$ cat src/rtl/debug_pkg.sv
// Shared debug-path definitions: dump framing bytes, dump FSM states and
// debug command codes used by debug_unit and dump_unit.
package debug_pkg;

    localparam logic [7:0] DUMP_HEADER = 8'hDA;
    localparam logic [7:0] DUMP_FOOTER = 8'hDF;
    localparam logic [7:0] CMD_ADVANCE = 8'hAE;

    typedef enum logic [2:0] {
        S_IDLE,
        S_SEND,
        S_WAIT_TX,
        S_LOAD,
        S_MEM_WAIT,
        S_DONE
    } dump_state_t;

    // Which part of the frame the byte currently in tx_data belongs to.
    typedef enum logic [2:0] {
        SEC_HDR,
        SEC_PC,
        SEC_REG,
        SEC_MEM,
        SEC_FTR
    } dump_sect_t;

endpackage

$ cat src/rtl/dump_unit.sv
// Serialises a snapshot of PC, register file and (optionally) data memory as a
// framed little-endian byte stream to uart_tx, one byte outstanding at a time.
module dump_unit
    import debug_pkg::*;
#(
    parameter int         NUM_REGS    = 32,
    parameter int         DMEM_WORDS  = 64,
    parameter logic [7:0] HEADER_BYTE = DUMP_HEADER,
    parameter logic [7:0] FOOTER_BYTE = DUMP_FOOTER
) (
    input  logic        clk_i,
    input  logic        rst_i,
    input  logic        dump_trigger_i,
    input  logic        dump_mem_mode_i,
    output logic        dump_done_o,
    input  logic [31:0] pc_i,
    output logic [4:0]  rf_addr_o,
    input  logic [31:0] rf_data_i,
    output logic [31:0] dmem_addr_o,
    input  logic [31:0] dmem_data_i,
    output logic [7:0]  tx_data_o,
    output logic        tx_start_o,
    input  logic        tx_done_i
);

    localparam int RIDX_W = $clog2(NUM_REGS);
    localparam int WIDX_W = $clog2(DMEM_WORDS) + 1;

    dump_state_t       state_q, state_d;
    dump_sect_t        sect_q, sect_d;
    logic              mode_q, mode_d;
    logic [1:0]        byte_cnt_q, byte_cnt_d;
    logic [RIDX_W-1:0] reg_idx_q, reg_idx_d;
    logic [WIDX_W-1:0] word_idx_q, word_idx_d;
    logic [7:0]        tx_data_q, tx_data_d;
    logic [31:0]       word_q, word_d;
    logic              reg_last;
    logic              mem_end;

    assign reg_last    = (reg_idx_q == RIDX_W'(NUM_REGS - 1));
    assign mem_end     = (word_idx_q == WIDX_W'(DMEM_WORDS));
    assign tx_start_o  = (state_q == S_SEND);
    assign dump_done_o = (state_q == S_DONE);
    assign tx_data_o   = tx_data_q;

    always_comb begin
        state_d     = state_q;
        sect_d      = sect_q;
        mode_d      = mode_q;
        byte_cnt_d  = byte_cnt_q;
        reg_idx_d   = reg_idx_q;
        word_idx_d  = word_idx_q;
        tx_data_d   = tx_data_q;
        word_d      = word_q;
        rf_addr_o   = '0;
        dmem_addr_o = '0;

        case (state_q)
            S_IDLE: begin
                if (dump_trigger_i) begin
                    mode_d     = dump_mem_mode_i;
                    word_d     = pc_i;
                    tx_data_d  = HEADER_BYTE;
                    sect_d     = SEC_HDR;
                    byte_cnt_d = '0;
                    reg_idx_d  = '0;
                    word_idx_d = '0;
                    state_d    = S_SEND;
                end
            end
            S_SEND: state_d = S_WAIT_TX;
            S_WAIT_TX: begin
                if (tx_done_i) begin
                    case (sect_q)
                        SEC_FTR: state_d = S_DONE;
                        // PC was parked in the word register at trigger time.
                        SEC_HDR: begin
                            tx_data_d  = word_q[7:0];
                            sect_d     = SEC_PC;
                            byte_cnt_d = '0;
                            state_d    = S_SEND;
                        end
                        default: begin
                            byte_cnt_d = byte_cnt_q + 2'd1;
                            if (byte_cnt_q == 2'd3) begin
                                state_d = S_LOAD;
                            end else begin
                                word_d    = {8'h00, word_q[31:8]};
                                tx_data_d = word_q[15:8];
                                state_d   = S_SEND;
                            end
                        end
                    endcase
                end
            end
            S_LOAD: begin
                case (sect_q)
                    SEC_PC: begin
                        word_d    = rf_data_i;
                        tx_data_d = rf_data_i[7:0];
                        reg_idx_d = '0;
                        sect_d    = SEC_REG;
                        state_d   = S_SEND;
                    end
                    SEC_REG: begin
                        if (!reg_last) begin
                            rf_addr_o = 5'(reg_idx_q + RIDX_W'(1));
                            word_d    = rf_data_i;
                            tx_data_d = rf_data_i[7:0];
                            reg_idx_d = reg_idx_q + RIDX_W'(1);
                            state_d   = S_SEND;
                        end else if (mode_q) begin
                            dmem_addr_o = 32'({word_idx_q, 2'b00});
                            sect_d      = SEC_MEM;
                            state_d     = S_MEM_WAIT;
                        end else begin
                            tx_data_d = FOOTER_BYTE;
                            sect_d    = SEC_FTR;
                            state_d   = S_SEND;
                        end
                    end
                    SEC_MEM: begin
                        if (!mem_end) begin
                            dmem_addr_o = 32'({word_idx_q, 2'b00});
                            state_d     = S_MEM_WAIT;
                        end else begin
                            tx_data_d = FOOTER_BYTE;
                            sect_d    = SEC_FTR;
                            state_d   = S_SEND;
                        end
                    end
                    default: state_d = S_IDLE;
                endcase
            end
            S_MEM_WAIT: begin
                word_d     = dmem_data_i;
                tx_data_d  = dmem_data_i[7:0];
                word_idx_d = word_idx_q + WIDX_W'(1);
                state_d    = S_SEND;
            end
            S_DONE:  state_d = S_IDLE;
            default: state_d = S_IDLE;
        endcase
    end

    always_ff @(posedge clk_i or posedge rst_i) begin
        if (rst_i) begin
            state_q    <= S_IDLE;
            sect_q     <= SEC_HDR;
            mode_q     <= 1'b0;
            byte_cnt_q <= '0;
            reg_idx_q  <= '0;
            word_idx_q <= '0;
            tx_data_q  <= '0;
        end else begin
            state_q    <= state_d;
            sect_q     <= sect_d;
            mode_q     <= mode_d;
            byte_cnt_q <= byte_cnt_d;
            reg_idx_q  <= reg_idx_d;
            word_idx_q <= word_idx_d;
            tx_data_q  <= tx_data_d;
        end
    end

    // The word shift register carries data only; it is always reloaded before use.
    always_ff @(posedge clk_i) begin
        word_q <= word_d;
    end

endmodule

$ cat config.mk
export PLATFORM = sky130hd
export DESIGN_NAME = dump_unit
export DESIGN_NICKNAME = d
export VERILOG_FILES = /design/src/rtl/debug_pkg.sv /design/src/rtl/dump_unit.sv
export SDC_FILE = /design/constraint.sdc
export NUM_CORES = 1
export LEC_CHECK = 0
export CORE_MARGIN = 4
export CORE_UTILIZATION = 43
export CTS_CLUSTER_DIAMETER = 100
export DETAILED_ROUTE_END_ITERATION = 7
export PLACE_DENSITY = 0.75
export SLEW_MARGIN = 15
export SYNTH_ARGS = -nofsm -noshare
export SYNTH_HDL_FRONTEND = slang
export SYNTH_SLANG_ARGS = --single-unit
$ cat constraint.sdc
create_clock -name clk_i -period 9.32 [get_ports clk_i]
set_clock_uncertainty 0.1 [all_clocks]
set_input_delay 0.932 -clock clk_i [delete_from_list [all_inputs] [get_ports clk_i]]
set_output_delay 0.932 -clock clk_i [all_outputs]
set_load 0.02 [all_outputs]
==> impl_metrics.yaml <==
worst_setup_path:
  cp_cell_sequence: "and2_1, nand3_1, a21oi_1, and2_1, clkdlybuf4s50_1"
  cp.arrival_ns: 2.62
  worstPathRequired_ns: 8.29
  critPathBufInv: 1
  start_kind: "flop"
  cpMaxStageDelayCell: "clkdlybuf4s50_1"
  crit_family: "simple AND/OR/NAND/NOR gates"
  crit_path_max_fanout: 10
  end_kind: "output port"
  path_common_cell: "and2_1"
  path_class: "reg2out"
  cpPeakStageDelay_ns: 0.60
final_layout:
  final_area_um2: 5370
  antenna-diode-count: 0
  final_cell_mix: "122 x clkdlybuf4s50_1, 57 x nand2_1, 32 x edfxtp_1, 28 x dfrtp_1, 27 x nor2_1"
  fin_nets: 626
  layout_commonest_cell: "clkdlybuf4s50_1"
  area_growth_pct: 35.9
  drive_above_1_share: 0.0821
drt:
  ant_nets: 0
  first_pass_iters: 6
  wl_um: 10900
  routed_via_density: 5.64
  drtIter0Drc: 226
  dr_total_vias: 3566
  detail_route.wl_per_cell_um: 17.2
  drc: 0
hold_path:
  hold_class: "reg2reg"
floorplanning:
  die_area_um2: 10800
  rows: 34
  dieHeight_um: 104
  start_util: 0.448
  core_um2: 8810
  die_w_um: 104
  ioPinCount: 148
cts:
  cts_resized: 0
  insertion_delay_ns: 0.34
  cts_tree: "done"
  cts.sinks: 61
  cts.clk_slew.worst_paths_ns: 0.07
  cts_root_buf: "clkbuf_8"
  cts_htree_levels: 3
  cts_buffer_depth: 2
  cts_setup_buffers: 0
  cts_buffers: 9
  postCtsHoldBufs: 0
logic_synthesis:
  ys_seq_elements: 61
  yosysUniqueCellTypes: 53
  synthArstFlopShare: 0.475
  synth_top_cell_by_area: "edfxtp_1"
  synth_top_area_frac: 0.243
  yosys_warnings: 0
  syn_area_per_cell_um2: 9.58
  netlist_area_um2: 3950
  synthFlopType: "edfxtp_1"
  syn-instance-count: 412
  yosysSeqAreaShare: 0.427
  synth-edff-count: 32
  synth_area_leaders: "edfxtp_1 24%, dfrtp_1 18%, nand2_1 5.4%"
timing:
  drv_slew: 0
  rsz0062_at_grt: "no"
  setup_viol: 0
  finalSetupTns_ns: 0
  final_hold_viol_count: 0
  relSlewSlack: 0.320
  fin_crit_sh: 0.392
  fin_crit_ns: 3.65
  setup_slack_ns: 5.67
  worst_pin_slew_ns: 1.02
  fmax_mhz: 274
grt:
  antenna_found_initial: 0
  grt_max_degree: 59
  gr-total-overflow: 0
  grt_pass1_wl_um: 17400
  grt_pass1_vias: 3524
  grt_usage: 0.199
power_and_ir_drop:
  leakage_uw: 0.00210
  p_total_uw: 1370
  p_per_area_nw_per_um2: 255
  ir_worst_vdd_v: 0.000155
outcome:
  status: "completed"
placement:
  place_congestion: 0.884
  dpl_cell_area_um2: 5130
  hpwl_um: 8150
  dp_worst_setup_slack_ns: 6.06
  port_buffers: 122
run:
  maxCapViolCount: 0
-- registers in the layout, indices dropped and copies added (netlist names) --
signal      flops
byte_cnt_q      2
sect_q          3
reg_idx_q       5
word_q         32
word_idx_q      7
state_q         3
tx_data_o       8
mode_q          1
-- metal layers --
metal	vias up	global-route usage	routed length, µm
li1	1706	-	-
met1	1678	0.252	4590
met2	171	0.334	5310
met3	11	0.0404	804
met4	0	0.0731	147
met5	-	0	0
-- worst paths after layout --
kind | startpoint | end | slack (ns) | cells after the start
max | state_q[1] | dmem_addr_o[5] | 5.67 | 5
min | byte_cnt_q[0] | byte_cnt_q[0] | 0.39 | 1
max reg2reg | state_q[0] | word_q[24] | 6.08 | 5
min reg2reg | byte_cnt_q[0] | byte_cnt_q[0] | 0.39 | 1
max in group asynchronous | rst_i | state_q[0] | 7.96 | 3
min in group asynchronous | rst_i | tx_data_o[1] | 0.86 | 3
-- cells in the mapped netlist (2+ instances only) --
cell       number
o31ai_1         5
or3_1          11
o21ai_1         9
nor2_1         27
clkbuf_1       20
nand2b_1        5
mux2_4          8
edfxtp_1       32
a21oi_1        18
nor3_1         13
nand3_1         7
dfrtp_1        29
a2bb2oi_1       5
a22o_1          2
nor3b_1         2
a221oi_1        8
inv_1           7
nand2_1        57
a221o_1         2
o221a_1         7
mux2i_1        20
o221a_2         8
o211ai_1        5
o21ai_0        12
a31oi_1        11
a41o_1          5
and3_1          3
buf_4          25
ha_1            6
mux2_1          4
buf_2           7
and2_1          8
nand4_1         4
-- cells by family (layout without fill, tap and decap cells) --
logic type      count (synthesis)  after routing  share of synthesized area
simple gates                  144            144                      0.172
compound gates                105            105                      0.197
other cells                     1             25                   0.000950
flops                          61             61                      0.427
mux                            33             33                     0.0954
fa+ha+maj                       6              6                     0.0190
buf+inv                        61            149                     0.0859
xor+xnor                        1              1                    0.00222
-- area by class of cell --
class	count	area, µm²
fill	769	3440
multi-input combinational	314	2030
sequential	61	1690
timing repair buffer	126	1250
tap	108	135
clock buffer	10	128
clock inverter	6	111
inverter	7	26.3
-- through the flow --
stage	std cells	utilization	hold WS [ns]
after global placement	616	0.582	0.367
final	632	0.609	0.388
after detailed placement	616	0.582	0.380
after global routing	632	0.609	0.405
after CTS	632	0.609	0.390
after floorplan	436	-	0.350
-- power by group --
| part | leakage, µW | switching [µW] | internal [µW] | total, µW |
|---|---|---|---|---|
| clock network | 0.000116 | 107 | 178 | 285 |
| registers | 0.000680 | 55.3 | 416 | 471 |
| logic | 0.00130 | 347 | 262 | 609 |
No activity file was read; power rests on OpenSTA's default activity.
